`config.mk`:
```
export PLATFORM = sky130hd
export DESIGN_NAME = life_step_engine_flat
export DESIGN_NICKNAME = d
export VERILOG_FILES = /design/src/rtl/life_step_engine_if.sv /design/src/rtl/life_step_engine.sv /design/src/flat_wrapper.sv
export SDC_FILE = /design/constraint.sdc
export NUM_CORES = 1
export LEC_CHECK = 0
export CORE_ASPECT_RATIO = 0.6
export CORE_MARGIN = 2
export CORE_UTILIZATION = 45
export CTS_CLUSTER_DIAMETER = 150
export DETAILED_ROUTE_END_ITERATION = 6
export MAX_ROUTING_LAYER = met4
export PLACE_DENSITY = 0.73
export SLEW_MARGIN = 20
export SYNTH_ARGS = -nofsm -noshare
export SYNTH_HDL_FRONTEND = slang
export SYNTH_SLANG_ARGS = --single-unit
export TNS_END_PERCENT = 100
```
`constraint.sdc`:
```
create_clock -name clk -period 4.9 [get_ports clk]
set_clock_uncertainty 0.15 [all_clocks]
set_input_delay 0.98 -clock clk [delete_from_list [all_inputs] [get_ports clk]]
set_output_delay 0.98 -clock clk [all_outputs]
set_load 0.1 [all_outputs]
```
`src/rtl/life_step_engine_if.sv`:
```
// Selector-port bundle of the grid store: step control/status plus the row read/write bus.
// master = step engine, slave = grid store / top level.
interface life_step_engine_if #(
  parameter int ADDR_W = 2,
  parameter int COLS   = 16
);
  logic              start;
  logic              busy;
  logic              done;
  logic [15:0]       gen_count;
  logic              stable;
  logic              extinct;
  logic [ADDR_W-1:0] mem_sel;
  logic [COLS-1:0]   mem_rd_data;
  logic              mem_wr_en;
  logic [COLS-1:0]   mem_wr_data;

  modport master (
    input  start, mem_rd_data,
    output busy, done, gen_count, stable, extinct, mem_sel, mem_wr_en, mem_wr_data
  );

  modport slave (
    output start, mem_rd_data,
    input  busy, done, gen_count, stable, extinct, mem_sel, mem_wr_en, mem_wr_data
  );
endinterface

```
`src/rtl/life_step_engine.sv`:
```
// Game of Life generation step on a toroidal grid: buffers all rows, then writes the next generation back.
// done is seen 2*ROWS+2 cycles after the start-sampling edge; start is ignored while busy.
module life_step_engine #(
  parameter int ROWS   = 4,
  parameter int COLS   = 16,
  parameter int ADDR_W = 2
) (
  input  logic                clk,
  input  logic                rst,
  life_step_engine_if.master  bus
);
  localparam int CNT_W = $clog2(ROWS + 1);

  typedef enum logic [1:0] {S_IDLE, S_READ, S_WRITE, S_DONE} state_t;

  state_t            r_state;
  state_t            w_state_nxt;
  logic [CNT_W-1:0]  r_cnt;
  logic [ADDR_W-1:0] r_sel;
  logic [COLS-1:0]   r_buf [ROWS];
  logic [15:0]       r_gen;
  logic              r_stable;
  logic              r_extinct;
  logic [COLS-1:0]   w_next [ROWS];
  logic              w_same;
  logic              w_zero;
  logic              w_wr_en;
  logic [ADDR_W-1:0] w_cap_idx;

  function automatic logic [3:0] tri_cnt(input logic [COLS-1:0] row, input int c, input logic with_mid);
    return {3'b000, row[(c + COLS - 1) % COLS]} + {3'b000, row[(c + 1) % COLS]} +
           {3'b000, row[c] & with_mid};
  endfunction

  function automatic logic cell_next(input logic [COLS-1:0] up, input logic [COLS-1:0] mid,
                                     input logic [COLS-1:0] dn, input int c);
    logic [3:0] n;
    n = tri_cnt(up, c, 1'b1) + tri_cnt(mid, c, 1'b0) + tri_cnt(dn, c, 1'b1);
    return (n == 4'd3) || (mid[c] && (n == 4'd2));
  endfunction

  // Next generation depends only on the buffered old generation, never on the store.
  always_comb begin
    w_same = 1'b1;
    w_zero = 1'b1;
    for (int r = 0; r < ROWS; r++) begin
      w_next[r] = '0;
      for (int c = 0; c < COLS; c++) begin
        w_next[r][c] = cell_next(r_buf[(r + ROWS - 1) % ROWS], r_buf[r], r_buf[(r + 1) % ROWS], c);
      end
      if (w_next[r] != r_buf[r]) w_same = 1'b0;
      if (w_next[r] != '0)       w_zero = 1'b0;
    end
  end

  always_comb begin
    w_state_nxt = r_state;
    case (r_state)
      S_IDLE:  if (bus.start) w_state_nxt = S_READ;
      S_READ:  if (r_cnt == CNT_W'(ROWS)) w_state_nxt = S_WRITE;
      S_WRITE: if (r_sel == ADDR_W'(ROWS - 1)) w_state_nxt = S_DONE;
      S_DONE:  w_state_nxt = S_IDLE;
      default: w_state_nxt = S_IDLE;
    endcase
  end

  // Read data lags mem_sel by one cycle, so count c captures row c-1.
  assign w_cap_idx = ADDR_W'(r_cnt - 1'b1);

  always_ff @(posedge clk) begin
    if (rst) begin
      r_state   <= S_IDLE;
      r_cnt     <= '0;
      r_sel     <= '0;
      r_gen     <= '0;
      r_stable  <= 1'b0;
      r_extinct <= 1'b0;
      for (int r = 0; r < ROWS; r++) r_buf[r] <= '0;
    end else begin
      r_state <= w_state_nxt;
      case (r_state)
        S_IDLE: begin
          if (bus.start) begin
            r_sel <= '0;
            r_cnt <= '0;
          end
        end
        S_READ: begin
          r_cnt <= r_cnt + 1'b1;
          if (r_cnt != '0) r_buf[w_cap_idx] <= bus.mem_rd_data;
          if (r_cnt == CNT_W'(ROWS))          r_sel <= '0;
          else if (r_cnt < CNT_W'(ROWS - 1))  r_sel <= r_sel + 1'b1;
        end
        S_WRITE: begin
          if (r_sel == ADDR_W'(ROWS - 1)) begin
            r_stable  <= w_same;
            r_extinct <= w_zero;
            r_gen     <= r_gen + 16'd1;
          end else begin
            r_sel <= r_sel + 1'b1;
          end
        end
        default: ;
      endcase
    end
  end

  // A reset landing mid-WRITE must not let the store commit the row at that same edge.
  assign w_wr_en         = (r_state == S_WRITE) && !rst;
  assign bus.mem_wr_en   = w_wr_en;
  assign bus.mem_wr_data = w_wr_en ? w_next[r_sel] : '0;
  assign bus.mem_sel     = r_sel;
  assign bus.busy        = (r_state != S_IDLE);
  assign bus.done        = (r_state == S_DONE);
  assign bus.gen_count   = r_gen;
  assign bus.stable      = r_stable;
  assign bus.extinct     = r_extinct;
endmodule

```
`src/flat_wrapper.sv`:
```
// flat-port wrapper written by rule: the top's interface ports become plain ports
module life_step_engine_flat 
#(
  parameter int ROWS   = 4,
  parameter int COLS   = 16,
  parameter int ADDR_W = 2
)
  (clk, rst, bus_start, bus_mem_rd_data, bus_busy, bus_done, bus_gen_count, bus_stable, bus_extinct, bus_mem_sel, bus_mem_wr_en, bus_mem_wr_data);
  life_step_engine_if #(.ADDR_W(ADDR_W), .COLS(COLS)) bus_i ();
  input  logic clk;
  input  logic rst;
  input wire logic [$bits(bus_i.start)-1:0] bus_start;
  input wire logic [$bits(bus_i.mem_rd_data)-1:0] bus_mem_rd_data;
  output wire logic [$bits(bus_i.busy)-1:0] bus_busy;
  output wire logic [$bits(bus_i.done)-1:0] bus_done;
  output wire logic [$bits(bus_i.gen_count)-1:0] bus_gen_count;
  output wire logic [$bits(bus_i.stable)-1:0] bus_stable;
  output wire logic [$bits(bus_i.extinct)-1:0] bus_extinct;
  output wire logic [$bits(bus_i.mem_sel)-1:0] bus_mem_sel;
  output wire logic [$bits(bus_i.mem_wr_en)-1:0] bus_mem_wr_en;
  output wire logic [$bits(bus_i.mem_wr_data)-1:0] bus_mem_wr_data;
  assign bus_i.start = bus_start;
  assign bus_i.mem_rd_data = bus_mem_rd_data;
  assign bus_busy = bus_i.busy;
  assign bus_done = bus_i.done;
  assign bus_gen_count = bus_i.gen_count;
  assign bus_stable = bus_i.stable;
  assign bus_extinct = bus_i.extinct;
  assign bus_mem_sel = bus_i.mem_sel;
  assign bus_mem_wr_en = bus_i.mem_wr_en;
  assign bus_mem_wr_data = bus_i.mem_wr_data;
  life_step_engine #(.ROWS(ROWS), .COLS(COLS), .ADDR_W(ADDR_W)) u_core (.clk(clk), .rst(rst), .bus(bus_i));
endmodule
```
---- Word-level counts from Yosys, hierarchy flattened ----
Memory sizes are Yosys's and may differ from the RTL's.
Index checks and enable logic that the tools add are counted.
storage, ports and cells
  register bits ........................... 25
  word-level logic and storage cells ...... 588
  output and inout bits ................... 39
  memories ................................ 1
  bits in writable memories ............... 64
memory list
  name          words  bits a word  read ports  clocked after Yosys merged registers in  write ports  line                    RTL
  u_core.r_buf  4      16           4           0                                        4            life_step_engine.sv:20  logic [COLS-1:0] r_buf [ROWS];
cells by class
  add/sub/neg operators ................... 260
  equal/unequal tests ..................... 142
  reductions and logical operators ........ 144
  muxes and demuxes ....................... 32
  bitwise gates (word level) .............. 1
  magnitude comparators ................... 2
operators by type and width
  kind                     count
  $eq A4 B2 Y1 const B     128
  $add A4 B4 Y4            119
  $add A4 B1 Y4            59
  $add A1 B1 Y2            64
  $logic_and A1 B1 Y1      65
  $logic_or A1 B1 Y1       64
  $mux W16                 4
  $ne A16 B16 Y1           4
  $reduce_bool A16 Y1      4
  $add A4 B2 Y4            9
  $bmux W16 S2             1
  $add A16 B1 Y16 const B  1
  $mux W2                  8
  $reduce_or A16 Y1        1
  $add A2 B1 Y3            5
  $mux W1                  15
  $pmux W2 S4              1
  $eq A2 B2 Y1 const B     3
  $pmux W2 S3              1
  $pmux W3 S2              1
  $reduce_bool A3 Y1       2
  $ne A2 B1 Y1 const B     2
  $ne A2 B2 Y1 const B     2
  $reduce_and A2 Y1        2
  15 further kinds         16

---- Depth between registers and ports, before layout ----
An unclocked memory read counts as a cell.
  depth in word-level cells ............... 13
  mapped depth ............................ 13
  gate-level depth less buffers ........... 13

---- Worst setup path after synthesis ----
No wires, ideal clock.
  path kind ............................... flip-flop to output port
  from .................................... memory u_core.r_buf[0][4]
  to ...................................... output bus_mem_wr_data[5]
  cell stages (with the launch flop) ...... 11
  data required time ...................... 3.770 ns
  arrival time ............................ 5.099 ns
  path slack .............................. -1.329 ns
  path buffers ............................ 0
  cells stage by stage .................... edfxtp_1 -> fa_1 -> fa_1 -> ha_1 -> fa_1 -> xor2_1 -> nor3b_1 -> o21ai_0 -> mux2i_1 -> nor2_1 -> a211oi_1
RTL lines
  item         line                    RTL
  from (decl)  life_step_engine.sv:20
  to (decl)    flat_wrapper.sv:21      output wire logic [$bits(bus_i.mem_wr_data)-1:0] bus_mem_wr_data;

==> reports/qor.yml <==
start_util: 0.458
fin_crit_ns: 5.00
dr.pass1.iters: 6
worst_setup_path_end_kind: "output pin"
ys_types: 52
area_growth_pct: 35.6
crit_fanout: 3
synth_top_cell_by_area: "fa_1"
clock_power_share: 0.124
cts_buffers: 9
rsz0062_at_grt: "true"
num_rows: 53
ys_seq_area_frac: 0.151
timing.fmax_ghz: 0.200
dr.first_iter.drc_count: 1307
cts-hold-fix-buffers: 0
io_pins: 58
port_buffers: 57
mostFrequentLayoutCell: "buf_4"
setup_viol: 14
core_mm2: 0.0351
status: "complete, but fails checks"
grt_antenna_before_repair: 1
grt_start_max_net_pins: 39
postSynthAreaPerCell_um2: 11.1
hp-class: "reg -> reg"
yosysTopAreaCellShare: 0.318
worst_slack_ns: -0.0999
synth_edf_count: 64
fin_crit_sh: 1.02
detail-route-antenna-nets: 0
sequentialPowerShare: 0.165
yosys_warnings: 0
vias: 13168
peakVddDrop_v: 0.000189
max_cap_violations: 0
tightestPinTransition_ns: 1.23
routed_wl_um: 54000
grt_pass1_wl_um: 80700
htreeDepth: 3
cts_tree: "built"
die-width_um: 248
die_h_um: 150
crit_type: "reg -> out"
grt_usage: 0.301
required_ns: 3.77
drive_gt1_frac: 0.361
clkTransAtPathRegs_ns: 0.07
synthFlopType: "edfxtp_1"
synth_cells: 1452
final_cell_mix: "buf_4 (279), ha_1 (236), inv_1 (181)"
relSlewSlack: 0.179
wl_per_cell_um: 23.4
cts_buffer_depth: 2
dp_hpwl_um: 40500
p_leak_uw: 0.0100
dieArea_mm2: 0.0373
p_int_uw: 3040
hold_viol: 0
critPathArrivalTime_ns: 3.87
p_switching_uw: 2540
clock_latency_ns: 0.37
p_sw_frac: 0.455
grt_pass1_vias: 13744
synth-async-reset-ratio: 0
vias_per_cell: 5.72
overflow: 0
violations: "setup timing"
fin_tns_setup_ns: -0.686
p_per_area_mw_per_mm2: 256
clock_sinks: 89
hold_slack_ns: 0.319
synth.area.top_cells: "fa_1 (32%), ha_1 (23%), edfxtp_1 (12%), inv_1 (4.5%), dfxtp_1 (3.1%)"
cts-root-buf: "clkbuf_16"
place_congestion: 1.01
ys_seq_elements: 89
maxSlewViolCount: 0
crit_path_start_kind: "flip-flop"
fin_nets: 2402
combPwrFrac: 0.711
syn-num-nets: 2024
syn-cell-area_mm2: 0.0161
drc: 0
==> critical path: stages (launching register included) <==
cell and delay (ns):
edfxtp_1 0.47, buf_6 0.18, buf_12 0.13, fa_2 0.50, fa_2 0.37, ha_4 0.18, fa_2 0.41, xor2_2 0.23
nor3b_4 0.08, o21a_1 0.13, mux4_2 0.46, and2_4 0.20, buf_12 0.16
==> worst paths after layout <==
| check | start | cells after the start | slack, ns | to |
|---|---|---|---|---|
| min reg2reg | u_core.bus.extinct$_SDFFE_PP0P_ | 2 | 0.32 | u_core.bus.extinct$_SDFFE_PP0P_ |
| max reg2reg | u_core.r_buf[3][1]$_DFFE_PP_ | 20 | 0.08 | u_core.bus.stable$_SDFFE_PP0P_ |
| max | u_core.r_buf[3][14]$_DFFE_PP_ | 12 | -0.1 | bus_mem_wr_data[13] |
| min | u_core.bus.extinct$_SDFFE_PP0P_ | 2 | 0.32 | u_core.bus.extinct$_SDFFE_PP0P_ |
==> power by group through the flow <==
stage	Combinational [uW]	Sequential [uW]	Clock, uW
6_report	3970	921	693
5_1_grt	4220	926	721
4_1_cts	3500	913	693
3_5_place_dp	2870	970	0
3_3_place_gp	2780	967	0
2_1_floorplan	1830	958	0
==> Yosys cell counts (30+ instances only) <==
master and instances:
and2_1 72, edfxtp_1 64, fa_1 256, ha_1 297, inv_1 191, nand3b_1 30, nor2_1 112, nor3b_1 33
xnor2_1 43, xor2_1 41
==> layer usage <==
metal,vias up,track usage,part of all wire
li1,5593,-,-
met5,-,-,0
met3,129,0.0868,0.12
met1,6701,0.412,0.42
met4,0,0.0741,0.026
met2,745,0.439,0.44
==> through the flow <==
step,area (um^2),power (uW),cells,setup WS (ns),utilization
global placement,18500,3750,2089,-0.502,0.527
global route,21800,5870,2303,-0.198,0.621
CTS,20800,5100,2265,-0.0612,0.593
detailed placement,18500,3840,2089,-0.533,0.527
floorplan,16200,2780,1452,0.000159,-
finish,21800,5580,2304,-0.0999,0.621
==> sequential cells by signal (all words and copies together) (netlist names) <==
register,count
u_core.bus.gen_count,16
u_core.bus.mem_sel,2
u_core.r_state,2
u_core.bus.stable,1
u_core.r_buf,64
u_core.bus.extinct,1
u_core.r_cnt,3
==> cell type report <==
type / instances / area [um^2]
diodes: 2 / 5.00
flip-flops and latches: 89 / 2420
inverters: 191 / 717
clock buffers: 10 / 233
well taps: 467 / 584
clock inverters: 6 / 42.5
fillers: 2582 / 13300
repair buffers: 382 / 3410
multi-input cells: 1157 / 14400
==> what timing repair did <==
action	in CTS	in global routing
setup endpoints to repair	16	18
setup buffers	160	41
pin swaps	90	111
gates resized for setup	183	156
==> cells by family after synthesis <==
family,Yosys count,synth area share
adder cells (fa/ha/maj),553,0.549
AND/OR/NAND/NOR,384,0.137
buffers and inverters,206,0.0480
AO/OA/AOI/OAI,102,0.0431
flip-flops,89,0.151
XOR/XNOR,84,0.0457
multiplexers,34,0.0267
Power figures use the tool's default switching activity.
